### config.mk
export PLATFORM = sky130hd
export DESIGN_NAME = refresh_seq
export DESIGN_NICKNAME = d
export VERILOG_FILES = /design/src/rtl/refresh_seq.sv
export SDC_FILE = /design/constraint.sdc
export NUM_CORES = 1
export LEC_CHECK = 0
export ABC_AREA = 1
export CAP_MARGIN = 20
export CORE_ASPECT_RATIO = 0.75
export CORE_UTILIZATION = 62
export CTS_CLUSTER_SIZE = 16
export DETAILED_ROUTE_END_ITERATION = 6
export DONT_BUFFER_PORTS = 1
export PLACE_DENSITY_LB_ADDON = 0.25
export SYNTH_ARGS = -nofsm -noshare
export SYNTH_HDL_FRONTEND = slang
export SYNTH_SLANG_ARGS = --single-unit
### constraint.sdc
create_clock -name clk -period 2.48 [get_ports clk]
set_input_delay 0.496 -clock clk [delete_from_list [all_inputs] [get_ports clk]]
set_output_delay 0.496 -clock clk [all_outputs]
set_load 0.005 [all_outputs]
### src/rtl/refresh_seq.sv
// -----------------------------------------------------------------------------
// refresh_seq
//   DRAM refresh cycle sequencer. Takes the level refresh request from the
//   request block, arbitrates for the DRAM bus and runs CAS-before-RAS refresh
//   cycles on both banks. It returns a one-cycle ack per completed refresh and
//   an opportunistic startref pulse when the bus goes idle.
//
// Handshake: refreq is a level held while refreshes are pending. rreq asks the
//   arbiter for the bus. A refresh starts only on a cycle where refreq, bgnt and
//   mem_idle are all high. Once started, the refresh is atomic and runs to the
//   end of precharge. ack is the only completion indication. It is a single-cycle
//   pulse and is never high on two consecutive cycles.
//
// Ports:
//   clk        system clock, rising edge
//   resetl     asynchronous active-low reset
//   refreq     refresh request (level)
//   bgnt       DRAM bus grant
//   mem_idle   memory controller has no cycle in flight
//   other_req  another master is requesting memory
//   rreq       bus request to arbiter
//   rasl[1:0]  active-low RAS per bank
//   casl[1:0]  active-low CAS per bank
//   ack        one refresh completed (pulse)
//   startref   idle-bus opportunity (pulse)
//   refactive  sequencer owns the bus
//   refcnt     completed refresh count, wraps
//   state_dbg  current FSM state (IDLE=0 WAIT=1 CSR=2 RAS=3 PRE=4)
// -----------------------------------------------------------------------------
module refresh_seq #(
  parameter int T_CSR = 1,
  parameter int T_RAS = 4,
  parameter int T_RP  = 3,
  parameter int CW    = 16
) (
  input  logic          clk,
  input  logic          resetl,
  input  logic          refreq,
  input  logic          bgnt,
  input  logic          mem_idle,
  input  logic          other_req,
  output logic          rreq,
  output logic [1:0]    rasl,
  output logic [1:0]    casl,
  output logic          ack,
  output logic          startref,
  output logic          refactive,
  output logic [CW-1:0] refcnt,
  output logic [2:0]    state_dbg
);

  typedef enum logic [2:0] {
    ST_IDLE = 3'd0,
    ST_WAIT = 3'd1,
    ST_CSR  = 3'd2,
    ST_RAS  = 3'd3,
    ST_PRE  = 3'd4
  } state_t;

  // The down-counter is loaded with T-1 so that each phase lasts exactly T cycles.
  localparam logic [3:0] CSR_LOAD = 4'(T_CSR - 1);
  localparam logic [3:0] RAS_LOAD = 4'(T_RAS - 1);
  localparam logic [3:0] RP_LOAD  = 4'(T_RP - 1);

  state_t     state, nstate;
  logic [3:0] tcnt, ntcnt;
  logic       mem_idle_q;
  logic       can_start;
  logic       ras_done;

  assign can_start = refreq & bgnt & mem_idle;
  assign ras_done  = (state == ST_RAS) && (tcnt == 4'd0);
  assign state_dbg = state;

  always_comb begin
    nstate = state;
    ntcnt  = tcnt;
    case (state)
      ST_IDLE: begin
        if (can_start) begin
          nstate = ST_CSR;
          ntcnt  = CSR_LOAD;
        end else if (refreq) begin
          nstate = ST_WAIT;
        end
      end
      ST_WAIT: begin
        // A withdrawn request wins over a late grant. Starting a refresh
        // nobody is waiting for would push the request block's count out of step.
        if (!refreq) begin
          nstate = ST_IDLE;
        end else if (bgnt && mem_idle) begin
          nstate = ST_CSR;
          ntcnt  = CSR_LOAD;
        end
      end
      ST_CSR: begin
        if (tcnt == 4'd0) begin
          nstate = ST_RAS;
          ntcnt  = RAS_LOAD;
        end else begin
          ntcnt = tcnt - 4'd1;
        end
      end
      ST_RAS: begin
        if (tcnt == 4'd0) begin
          nstate = ST_PRE;
          ntcnt  = RP_LOAD;
        end else begin
          ntcnt = tcnt - 4'd1;
        end
      end
      ST_PRE: begin
        if (tcnt == 4'd0) begin
          // Back-to-back refresh goes straight to CSR without an IDLE gap.
          if (can_start) begin
            nstate = ST_CSR;
            ntcnt  = CSR_LOAD;
          end else if (refreq) begin
            nstate = ST_WAIT;
          end else begin
            nstate = ST_IDLE;
          end
        end else begin
          ntcnt = tcnt - 4'd1;
        end
      end
      default: begin
        nstate = ST_IDLE;
        ntcnt  = 4'd0;
      end
    endcase
  end

  // Every output is registered from the next state. Because of this, the strobes
  // change on the same edge as the state change.
  always_ff @(posedge clk or negedge resetl) begin
    if (!resetl) begin
      state      <= ST_IDLE;
      tcnt       <= 4'd0;
      mem_idle_q <= 1'b1;  // a mem_idle already high at reset release is not a rise
      rreq       <= 1'b0;
      rasl       <= 2'b11;
      casl       <= 2'b11;
      ack        <= 1'b0;
      startref   <= 1'b0;
      refactive  <= 1'b0;
      refcnt     <= '0;
    end else begin
      state      <= nstate;
      tcnt       <= ntcnt;
      mem_idle_q <= mem_idle;
      rreq       <= (nstate != ST_IDLE);
      refactive  <= (nstate == ST_CSR) || (nstate == ST_RAS) || (nstate == ST_PRE);
      casl       <= ((nstate == ST_CSR) || (nstate == ST_RAS)) ? 2'b00 : 2'b11;
      rasl       <= (nstate == ST_RAS) ? 2'b00 : 2'b11;
      ack        <= ras_done;
      if (ras_done) begin
        refcnt <= refcnt + CW'(1);
      end
      startref   <= (state == ST_IDLE) && mem_idle && !mem_idle_q &&
                    !other_req && !refreq;
    end
  end

  // A zero timing parameter would make the load value wrap to 15.
  always @(posedge clk) begin
    assert (T_CSR >= 1 && T_CSR <= 15 && T_RAS >= 1 && T_RAS <= 15 &&
            T_RP >= 1 && T_RP <= 15)
      else $error("refresh_seq: timing parameters must be in 1..15");
  end

endmodule

==> results of run 1 <==
logic make-up after synthesis:
logic type,Yosys count,share of synthesized area (%)
adder cells (fa/ha/maj),2,1.45
buffers and inverters,32,8.58
flip-flops,30,43.9
XOR/XNOR,7,3.56
AO/OA/AOI/OAI,19,6.62
AND/OR/NAND/NOR,145,35.9
through the flow:
step           utilization, %  instance area [sq um]  setup WS (ns)  instances  hold WS (ns)
2_1_floorplan               -                   1720           1.06        235         0.200
3_3_place_gp             65.9                   1730          0.982        267         0.201
3_5_place_dp             65.9                   1730          0.923        267         0.201
4_1_cts                  70.1                   1840          0.888        276        0.0218
5_1_grt                  70.1                   1840          0.724        276        0.0229
6_report                 70.1                   1840          0.868        276        0.0153
synth_stat cells:
library cell,instances,area [sq um]
nor3_2,2,20.0
nand4_1,3,18.8
nor3_1,1,5.00
o211ai_1,2,15.0
nor2_2,3,18.8
o21ai_0,13,65.1
nand2_1,86,323
nor2_1,27,101
buf_4,2,15.0
a21oi_1,1,5.00
nand3_2,1,10.0
clkinv_4,1,8.76
nor4_1,1,6.26
buf_6,2,22.5
o21ai_1,1,5.00
o21a_1,1,7.51
nand2_2,2,12.5
and2_1,1,6.26
a21oi_4,1,16.3
nand2_4,1,11.3
inv_2,1,3.75
ha_1,2,25.0
xor2_1,7,61.3
dfstp_2,3,78.8
nand3_1,17,85.1
inv_1,26,97.6
dfrtp_1,27,676
critical path: stages (launching register included):
cell and delay, ns:
dfrtp_1 0.40, inv_1 0.09, ha_1 0.16, inv_1 0.05, nor2_1 0.14, nand2_2 0.14
nand2_1 0.08, o21ai_0 0.10, a21oi_1 0.23, nand3_2 0.10
registers in the layout (all words and copies together) (netlist names):
signal and flops:
refcnt 16, tcnt 4, rasl 1, startref 1, rreq 1, mem_idle_q 1, state_dbg 3, casl 1
ack 1, refactive 1
layout by cell type (no fill, tap or decap), types with 2 or more instances in the layout:
master | netlist | layout
nand2_2 | 2 | 2
nor3_2 | 2 | 2
clkbuf_8 | 0 | 6
ha_1 | 2 | 2
o211ai_1 | 2 | 2
nor2_1 | 27 | 27
nor2_2 | 3 | 3
nand2_1 | 86 | 86
nand3_1 | 17 | 17
xor2_1 | 7 | 7
o21ai_0 | 13 | 13
nand4_1 | 3 | 3
inv_1 | 26 | 26
dfrtp_1 | 27 | 27
dfstp_2 | 3 | 3
power groups by stage:
stage	clock (uW)	combinational (uW)	sequential [uW]
floorplan	0	581	724
global placement	0	659	759
detailed placement	0	664	763
CTS	413	686	754
global route	431	788	770
finish	409	692	756
metal layers:
| metal | part of all wire, % | GRT usage [%] |
|---|---|---|
| met1 | 51 | 35.0 |
| met2 | 41 | 38.5 |
| met3 | 6.2 | 7.86 |
| met4 | 2.0 | 14.0 |
| met5 | 0 | 0 |
cell type report:
cell class,count,area share (%)
well taps,36,2.45
repair buffers,1,1.09
clock inverters,1,0.272
clock buffers,7,4.69
inverters,28,5.99
flip-flops and latches,30,41.0
multi-input cells,173,44.5
worst paths after layout:
kind,cells after the start,from,to,slack [ns]
setup / recovery,9,tcnt[0],rreq,0.87
hold / removal,1,resetl,refcnt[12],0.02
setup reg to reg,9,tcnt[0],rreq,0.87
hold reg to reg,1,refcnt[5],refcnt[5],0.56
max in group asynchronous,1,resetl,tcnt[1],2.30
min in group clk,0,mem_idle,mem_idle_q,0.20
==> results.txt, run 1 <==
Clock Power Share: 22.0%
CTS tree: built
Combinational Power Share: 37.3%
slew of the pin with the lowest slew margin: 0.304 ns
final WL: 3580 um
Vias/cell: 5.34
# resized after CTS: 0
Layout area overhead: 6.91%
Initial Util: 65.6%
gpl congestion: 0.960
share of layout cells above drive strength 1: 9.58%
total clock sinks: 30
FF+latch area: 754 sq um
Tcrit/Tclk final: 65.0%
Fill cells: 214
switching power share of the total: 42.9%
Hold-fix buffers, CTS: 1
drt drc: 0
power per cell area: 1010 nW/um^2
Setup Skew: 0.00897 ns
setup tns final: 0 ns
overall power: 1860 uW
Max Slew Vio Count: 0
DRT iter0 DRCs: 128
grt ovf: 0
crit end category: flop
Antenna Diode Count: 0
switching power total: 797 uW
Post-Syn Area per Cell: 7.32 sq um
first-pass GRT wire length: 5600 um
post-route antenna net violation count: 0
post-DP HPWL: 2570 um
Layout Nets: 247
area of the multi-input gates: 818 sq um
RSZ-0062 raised after global routing: false
Total GRT Usage: 25.9%
initial antenna violation count: 0
setup bufs post-CTS: 0
number of synthesized register bits: 30
status: finished clean
sequential area share after synthesis: 43.9%
internal power: 1060 uW
P_leak: 0.000942 uW
pin count of the biggest net entering global routing: 28
Worst slew margin: 79.7%
htree depth: 2
Max IR drop VDD: 0.633 mV
Max-Cap Viols: 0
Ys Warns: 0
post-synthesis cell count: 235
clock-pin slew on the worst setup and hold paths: 0.07 ns
Max FO, Critical Path: 8
root buffer cell: clkbuf_8
Rows: 16
DRT Pass-1 Iters: 4
post-DR wirelength/cell: 13.0 um
Fmax: 0.620 GHz
number of I/O port buffers: 0
CP Data Required Time: 2.65 ns
clock latency on the worst-skew pair: 0.29 ns
Arr. time, crit path: 1.78 ns
Final min period: 1.61 ns
Final Hold Fails: 0
core area: 2620 sq um
total I/O pin count: 33
die area: 2990 sq um
mapped cell area: 1720 sq um
vias in the first global route: 1,222
Hold Path Class: primary input to async pin
syn nets: 243
Setup Crit Path Kind: flop to flop
buffer depth of the longest clock path: 2
Die X-Extent: 62.8 um
Flop pwr share: 40.7%
CP Launch Type: flop
final setup vio count: 0
Netlist cell types: 27
via count: 1,475
Die Span Y: 47.6 um
TritonCTS Buffers: 5
(Power assumes the default switching activity.)
==> inputs of run 2 (changes only) <==
--- a/config.mk
+++ b/config.mk
@@ -5,10 +5,10 @@
 export SDC_FILE = /design/constraint.sdc
 export NUM_CORES = 1
 export LEC_CHECK = 0
-export ABC_AREA = 1
+export ABC_AREA = 0
 export CAP_MARGIN = 20
 export CORE_ASPECT_RATIO = 0.75
-export CORE_UTILIZATION = 62
+export CORE_UTILIZATION = 61
 export CTS_CLUSTER_SIZE = 16
 export DETAILED_ROUTE_END_ITERATION = 6
 export DONT_BUFFER_PORTS = 1
==> constraint.sdc (replaced) <==
create_clock -name clk -period 1.6 [get_ports clk]
set_input_delay 0.32 -clock clk [delete_from_list [all_inputs] [get_ports clk]]
set_output_delay 0.32 -clock clk [all_outputs]
set_load 0.005 [all_outputs]
==> run 2 against run 1 <==
  * Synthesized cell count fell by 44%
  * The flow now stops in global routing (5_1_grt)
  * Area after synthesis fell by 17%
==> results.txt, run 2 <==
status: stopped before the end
number of synthesized register bits: 30
top cells by count, synth: dfrtp_1, nand2_1, xnor2_1
Compound-Gate Fraction of Synth Area: 11.5%
ys async rst share: 100%
total clock sinks: 30
Synth Area in Adders: 1.74%
dpl ws: -0.683 ns
top_reg_cell synth: dfrtp_1
Simple-Gate Fraction of Synth Area: 18.5%
worst setup endpoint GRT: refcnt[15]$_DFFE_PN0P_/D
root buffer cell: clkbuf_4
initial antenna violation count: 0
mux cell area share after synthesis: 1.57%
Ys Warns: 0
Die Span Y: 44.0 um
Rows: 14
buffer depth of the longest clock path: 2
htree depth: 2
Initial Util: 68.3%
post-synthesis xor/xnor area fraction: 10.3%
post-DP HPWL: 2110 um
largest cells by area after synthesis: dfrtp_1, xnor2_1, dfstp_2
worst endpoint type: register data pin
Synth top area share: 47.0%
pin count of the biggest net entering global routing: 31
Netlist cell types: 38
post-synthesis cell count: 132
combinational family with the most area after synthesis: simple AND/OR/NAND/NOR gates
sequential area share after synthesis: 52.5%
Stop stage: global routing (5_1_grt)
EDFF count, synth: 0
stop err: [ERROR DPL-0033] detailed placement checks failed during check placement.
mapped cell area: 1440 sq um
Die X-Extent: 58.0 um
TritonCTS Buffers: 5
syn nets: 140
total I/O pin count: 33
most frequent cell after synthesis: dfrtp_1
gpl congestion: 0.782
number of I/O port buffers: 0
Yosys top cell by area: dfrtp_1
Post-Syn Area per Cell: 10.9 sq um
dpl cell area: 1630 sq um
-- run 2: logic make-up after synthesis --
logic type | Yosys count
simple gates | 49
flops | 30
compound gates | 24
xor+xnor | 16
buf+inv | 9
mux | 2
fa+ha+maj | 2
-- run 2: what timing repair did --
action	CTS
resized for setup	25
pin swaps	12
setup endpoints to repair	21
hold endpoints to repair	31
hold buffers	3
setup buffers	8
-- run 2: stage by stage --
stage          std cells  util, %
3_5_place_dp         177     77.6
3_3_place_gp         177     77.6
2_1_floorplan        132        -
4_1_cts              196     91.9
==> inputs of run 3 (changes only) <==
--- a/config.mk
+++ b/config.mk
@@ -7,12 +7,11 @@
 export LEC_CHECK = 0
 export ABC_AREA = 0
 export CAP_MARGIN = 20
-export CORE_ASPECT_RATIO = 0.75
-export CORE_UTILIZATION = 61
-export CTS_CLUSTER_SIZE = 16
+export CORE_AREA = 2 2 63 65
 export DETAILED_ROUTE_END_ITERATION = 6
+export DIE_AREA = 0 0 65 67
 export DONT_BUFFER_PORTS = 1
-export PLACE_DENSITY_LB_ADDON = 0.25
+export PLACE_DENSITY_LB_ADDON = 0.15
 export SYNTH_ARGS = -nofsm -noshare
 export SYNTH_HDL_FRONTEND = slang
 export SYNTH_SLANG_ARGS = --single-unit
==> run 3 against run 2 <==
  * Synthesized cell count is the same
  * The flow now finishes, with violations (negative setup slack)
  * Area after synthesis unchanged
==> results.txt, run 3 <==
final hold slack: 0.0372 ns
power per cell area: 1620 nW/um^2
Final min period: 2.21 ns
ys async rst share: 100%
Crit-path slowest cell: or4b_4
DRT iter0 DRCs: 53
core area: 3610 sq um
Fill cells: 334
CP Launch Type: flop
Clock Power Share: 20.1%
switching power total: 1060 uW
Combinational Power Share: 45.7%
Synth Area in Adders: 1.74%
via count: 1,117
mux cell area share after synthesis: 1.57%
share of layout cells above drive strength 1: 36.5%
die area: 4360 sq um
post-DP HPWL: 2180 um
Final Hold Fails: 0
buffer depth of the longest clock path: 2
gpl congestion: 0.771
M2 GR Usage: 27.4%
Rows: 22
FF+latch area: 754 sq um
most frequent cell after synthesis: dfrtp_1
Arr. time, crit path: 2.38 ns
crit end category: flop
clock-pin slew on the worst setup and hold paths: 0.07 ns
status: finished with violations
CP Data Required Time: 1.76 ns
top_reg_cell synth: dfrtp_1
Max-Cap Viols: 0
Fmax: 0.452 GHz
worst path cell trace: inv_2 -> ha_4 -> or3b_4 -> or4b_4 -> or4_4 -> xnor2_2
Tcrit/Tclk final: 138%
post-synthesis xor/xnor area fraction: 10.3%
DRT Pass-1 Iters: 4
final WL: 3040 um
post-route antenna net violation count: 0
Layout Nets: 174
Netlist cell types: 38
Layout area overhead: 32.1%
number of synthesized register bits: 30
Total GRT Usage: 16.5%
pin count of the biggest net entering global routing: 31
total clock sinks: 30
delay-heaviest family, CP: simple AND/OR/NAND/NOR gates
Setup Crit Path Kind: flop to flop
Initial Util: 39.8%
total I/O pin count: 33
grt peak-use layer: met2
drt drc: 0
clock latency on the worst-skew pair: 0.28 ns
Antenna Diode Count: 0
Flop pwr share: 34.2%
CTS tree: built
final setup margin: -0.612 ns
Max Slew Vio Count: 0
TritonCTS Buffers: 5
sequential area share after synthesis: 52.5%
root buffer cell: clkbuf_8
Compound-Gate Fraction of Synth Area: 11.5%
Hold Path Class: primary input to flop
Yosys top cell by area: dfrtp_1
initial antenna violation count: 0
setup tns final: -5.35 ns
Post-Syn Area per Cell: 10.9 sq um
internal power: 2020 uW
Vias/cell: 5.20
final setup vio count: 18
Max IR drop VDD: 0.871 mV
EDFF count, synth: 0
switching power share of the total: 34.4%
htree depth: 2
RSZ-0062 raised after global routing: true
largest reg by FF count: refcnt
Largest stage delay, worst path: 0.55 ns
grt ovf: 0
most frequent cells in the layout: buf_4, dfrtp_1, nand2_1
number of I/O port buffers: 0
Setup Skew: 0.00513 ns
Max FO, Critical Path: 2
Simple-Gate Fraction of Synth Area: 18.5%
GR Util met1: 19.3%
area of the multi-input gates: 714 sq um
Die Span Y: 67 um
Worst slew margin: 80.1%
slew of the pin with the lowest slew margin: 0.299 ns
grt met3 use: 6.76%
post-synthesis cell count: 132
syn nets: 140
Ys Warns: 0
overall power: 3080 uW
post-DR wirelength/cell: 14.1 um
largest cells by area after synthesis: dfrtp_1, xnor2_1, dfstp_2
Synth top area share: 47.0%
mapped cell area: 1440 sq um
Die X-Extent: 65 um
P_leak: 0.000846 uW
commonest non-fill, non-tap cell in the layout: buf_4
first-pass GRT wire length: 5450 um
max FFs per register: 16
failing checks: negative setup slack
vias in the first global route: 1,185
R2R Setup Slk: -0.61 ns
combinational family with the most area after synthesis: simple AND/OR/NAND/NOR gates
top cells by count, synth: dfrtp_1, nand2_1, xnor2_1
CP bufs+invs: 1
-- run 3: power groups by stage --
stage	Combinational (uW)	Clock [uW]	Sequential, uW
floorplan	724	0	1140
global placement	1210	0	1060
detailed placement	1240	0	1060
CTS	1320	642	1060
global route	1560	687	1080
finish	1410	621	1050
-- run 3: final timing paths --
check,start,to,cells past startpoint
max in group asynchronous,resetl,mem_idle_q,2
min in group asynchronous,resetl,refcnt[11],2
min,mem_idle,mem_idle_q,0
min reg2reg,refcnt[14],refcnt[14],1
max reg2reg,tcnt[1],refcnt[15],6
max,tcnt[1],refcnt[15],6
-- run 3: final cells by class --
type | count | share of cell area (%)
flip-flops and latches | 30 | 39.7
multi-input cells | 93 | 37.6
repair buffers | 33 | 14.0
clock buffers | 7 | 4.55
well taps | 48 | 3.16
inverters | 3 | 0.593
clock inverters | 1 | 0.264
-- run 3: metrics by stage --
step	utilization [%]	worst slack [ns]	cells	instance area [sq um]
floorplan	-	-0.887	132	1440
global placement	46.5	-0.601	203	1680
detailed placement	46.5	-0.644	203	1680
CTS	51.2	-0.609	215	1850
global route	52.6	-0.680	215	1900
finish	52.6	-0.612	215	1900
-- run 3: worst reg2reg max path, stage by stage (launching register included) --
cell     delay, ns
dfrtp_1       0.39
inv_2         0.08
ha_4          0.13
or3b_4        0.37
or4b_4        0.55
or4_4         0.44
xnor2_2       0.14
-- run 3: what timing repair did --
action                                 in CTS  in global routing
setup endpoints to repair                  22                 22
setup buffers                               2                  3
gates resized for setup                     9                 12
hold buffers                                2                  0
pin swaps                                   1                  3
endpoints found under the hold margin      30                  0
-- run 3: cell families (layout without fill, tap and decap cells) --
group                      count (synthesis)  in the layout
muxes                                      2              2
adders and majority gates                  2              2
AOI/OAI and AO/OA                         24             24
buffers and inverters                      9             44
DFF                                       30             30
xor gates and xnor gates                  16             16
and+or+nand+nor                           49             49
-- run 3: per-layer routing --
layer | vias to the layer above | share of wire (%) | wire length, um
met5 | - | 0 | 0
met4 | 0 | 0.63 | 19
met3 | 2 | 4.9 | 148
met2 | 28 | 51 | 1540
met1 | 543 | 44 | 1330
li1 | 544 | - | -
==> inputs of run 4 (changes only) <==
--- a/config.mk
+++ b/config.mk
@@ -7,6 +7,8 @@
 export LEC_CHECK = 0
 export ABC_AREA = 0
 export CAP_MARGIN = 20
+export CELL_PAD_IN_SITES_DETAIL_PLACEMENT = 1
+export CELL_PAD_IN_SITES_GLOBAL_PLACEMENT = 1
 export CORE_AREA = 2 2 63 65
 export DETAILED_ROUTE_END_ITERATION = 6
 export DIE_AREA = 0 0 65 67
==> run 4 against run 3 <==
  * The flow still finishes with violations (negative setup slack)
  * Combinational power rose by 28%
  * Via count grew 4.8%
  * Final cell count up 3.7%
  * First-iteration DRC count fell by 21%
  * Sequential power barely moved
  * Fmax increased by 0.19%
  * Sequential share of layout area down 3.4 points
  * Core utilization is 4.9 points higher
  * Critical endpoint unchanged
  * Highest routed layer unchanged
==> results.txt, run 4 (synthesis results as in run 3) <==
status: finished with violations
failing checks: negative setup slack
Max IR drop VDD: 1.06 mV
internal power: 2210 uW
gpl congestion: 0.780
clock latency on the worst-skew pair: 0.28 ns
worst hold endpoint: mem_idle_q
post-DR wirelength/cell: 17.6 um
post-route antenna net violation count: 0
final WL: 3920 um
root buffer cell: clkbuf_8
CP Data Required Time: 1.77 ns
vias in the first global route: 1,299
largest reg by FF count: refcnt
Worst slew margin: 80.3%
Max-Cap Viols: 0
commonest non-fill, non-tap cell in the layout: buf_4
Max FO, Critical Path: 2
Antenna Diode Count: 0
Tcrit/Tclk final: 138%
clock-pin slew on the worst setup and hold paths: 0.06 ns
Setup Skew: 0.00520 ns
total clock sinks: 30
Arr. time, crit path: 2.38 ns
power per cell area: 1660 nW/um^2
DRT Pass-1 Iters: 4
switching power share of the total: 35.9%
share of layout cells above drive strength 1: 47.4%
final setup margin: -0.608 ns
DRT iter0 DRCs: 42
Final Hold Fails: 0
RSZ-0062 raised after global routing: true
most frequent cells in the layout: buf_4, dfrtp_1, xnor2_1
pin count of the biggest net entering global routing: 31
dpl cell area: 1660 sq um
r2r endpoint: refcnt[15]
Flop pwr share: 31.0%
number of I/O port buffers: 0
initial antenna violation count: 0
first-pass GRT wire length: 6280 um
die area: 4360 sq um
Die X-Extent: 65 um
RR Startpoint: tcnt[1]
slew of the pin with the lowest slew margin: 0.295 ns
grt ovf: 0
Total GRT Usage: 19.3%
CP Launch Type: flop
Vias/cell: 5.25
CTS tree: built
CP startpoint: tcnt[1]
worst reg2reg path depth: 6
R2R Setup Slk: -0.61 ns
htree depth: 2
Final min period: 2.21 ns
Fmax: 0.453 GHz
crit end category: flop
via count: 1,171
post-DP HPWL: 2500 um
Setup Crit Path Kind: flop to flop
min-delay src: mem_idle
TritonCTS Buffers: 5
fin area: 2070 sq um
total I/O pin count: 33
Combinational Power Share: 52.5%
max FFs per register: 16
final setup vio count: 22
core area: 3610 sq um
Fill cells: 380
Die Span Y: 67 um
Hold Path Class: primary input to flop
Rows: 22
Layout area overhead: 44.4%
P_leak: 0.000932 uW
Layout Nets: 182
Final Util: 57.5%
drt drc: 0
switching power total: 1230 uW
buffer depth of the longest clock path: 2
final hold slack: 0.0355 ns
hold depth: 0
Clock Power Share: 16.5%
Max Slew Vio Count: 0
Initial Util: 39.8%
## run 4: cell type report
class | count | area, sq um | area share (%)
Tap cell | 48 | 60.1 | 2.90
Clock buffer | 8 | 80.1 | 3.86
Sequential cell | 30 | 754 | 36.4
Timing Repair Buffer | 41 | 362 | 17.4
Inverter | 3 | 11.3 | 0.543
Multi-Input combinational cell | 93 | 807 | 38.9
## run 4: layer usage
metal / global-route usage, % / wire length (um) / up-vias
met5: 0 / 0 / -
li1: - / - / 554
met4: 6.38 / 57 / 0
met1: 22.2 / 1640 / 585
met2: 33.4 / 2070 / 23
met3: 6.93 / 158 / 9
## run 4: repair_timing
action,in CTS,in global routing
resized for setup,26,22
pin swaps,11,7
hold buffers,2,0
endpoints found under the setup margin,25,26
gates cloned,0,0
setup buffers,7,7
hold endpoints to repair,30,0
## run 4: worst max path at each step
stage | end | slack (ns) | cells past startpoint
6_report | refcnt[15] | -0.61 | 6
5_1_grt | refcnt[15] | -0.65 | 6
4_1_cts | refcnt[15] | -0.60 | 6
3_5_place_dp | refcnt[15] | -0.66 | 6
3_3_place_gp | refcnt[15] | -0.60 | 6
2_1_floorplan | refcnt[15] | -0.89 | 8
## run 4: power by group through the flow
| stage | Sequential, uW | Clock [uW] | Combinational, uW |
|---|---|---|---|
| after CTS | 1070 | 598 | 1590 |
| after floorplan | 1140 | 0 | 724 |
| after detailed placement | 1080 | 0 | 1250 |
| final | 1070 | 569 | 1810 |
| after global placement | 1070 | 0 | 1190 |
| after global routing | 1090 | 623 | 1970 |
## run 4: metrics by stage
| stage | cells | power, uW | setup WS [ns] | setup TNS, ns |
|---|---|---|---|---|
| 6_report | 223 | 3440 | -0.608 | -9.78 |
| 5_1_grt | 223 | 3680 | -0.649 | -11.34 |
| 4_1_cts | 218 | 3260 | -0.602 | -7.84 |
| 3_5_place_dp | 201 | 2330 | -0.660 | -6.31 |
| 3_3_place_gp | 201 | 2260 | -0.598 | -4.93 |
| 2_1_floorplan | 132 | 1860 | -0.887 | -6.56 |
## run 4: critical path: stages (launching register included)
cell     delay [ns]
dfrtp_1        0.39
inv_2          0.08
ha_4           0.13
or3b_4         0.37
or4b_4         0.55
or4_4          0.44
xnor2_2        0.14
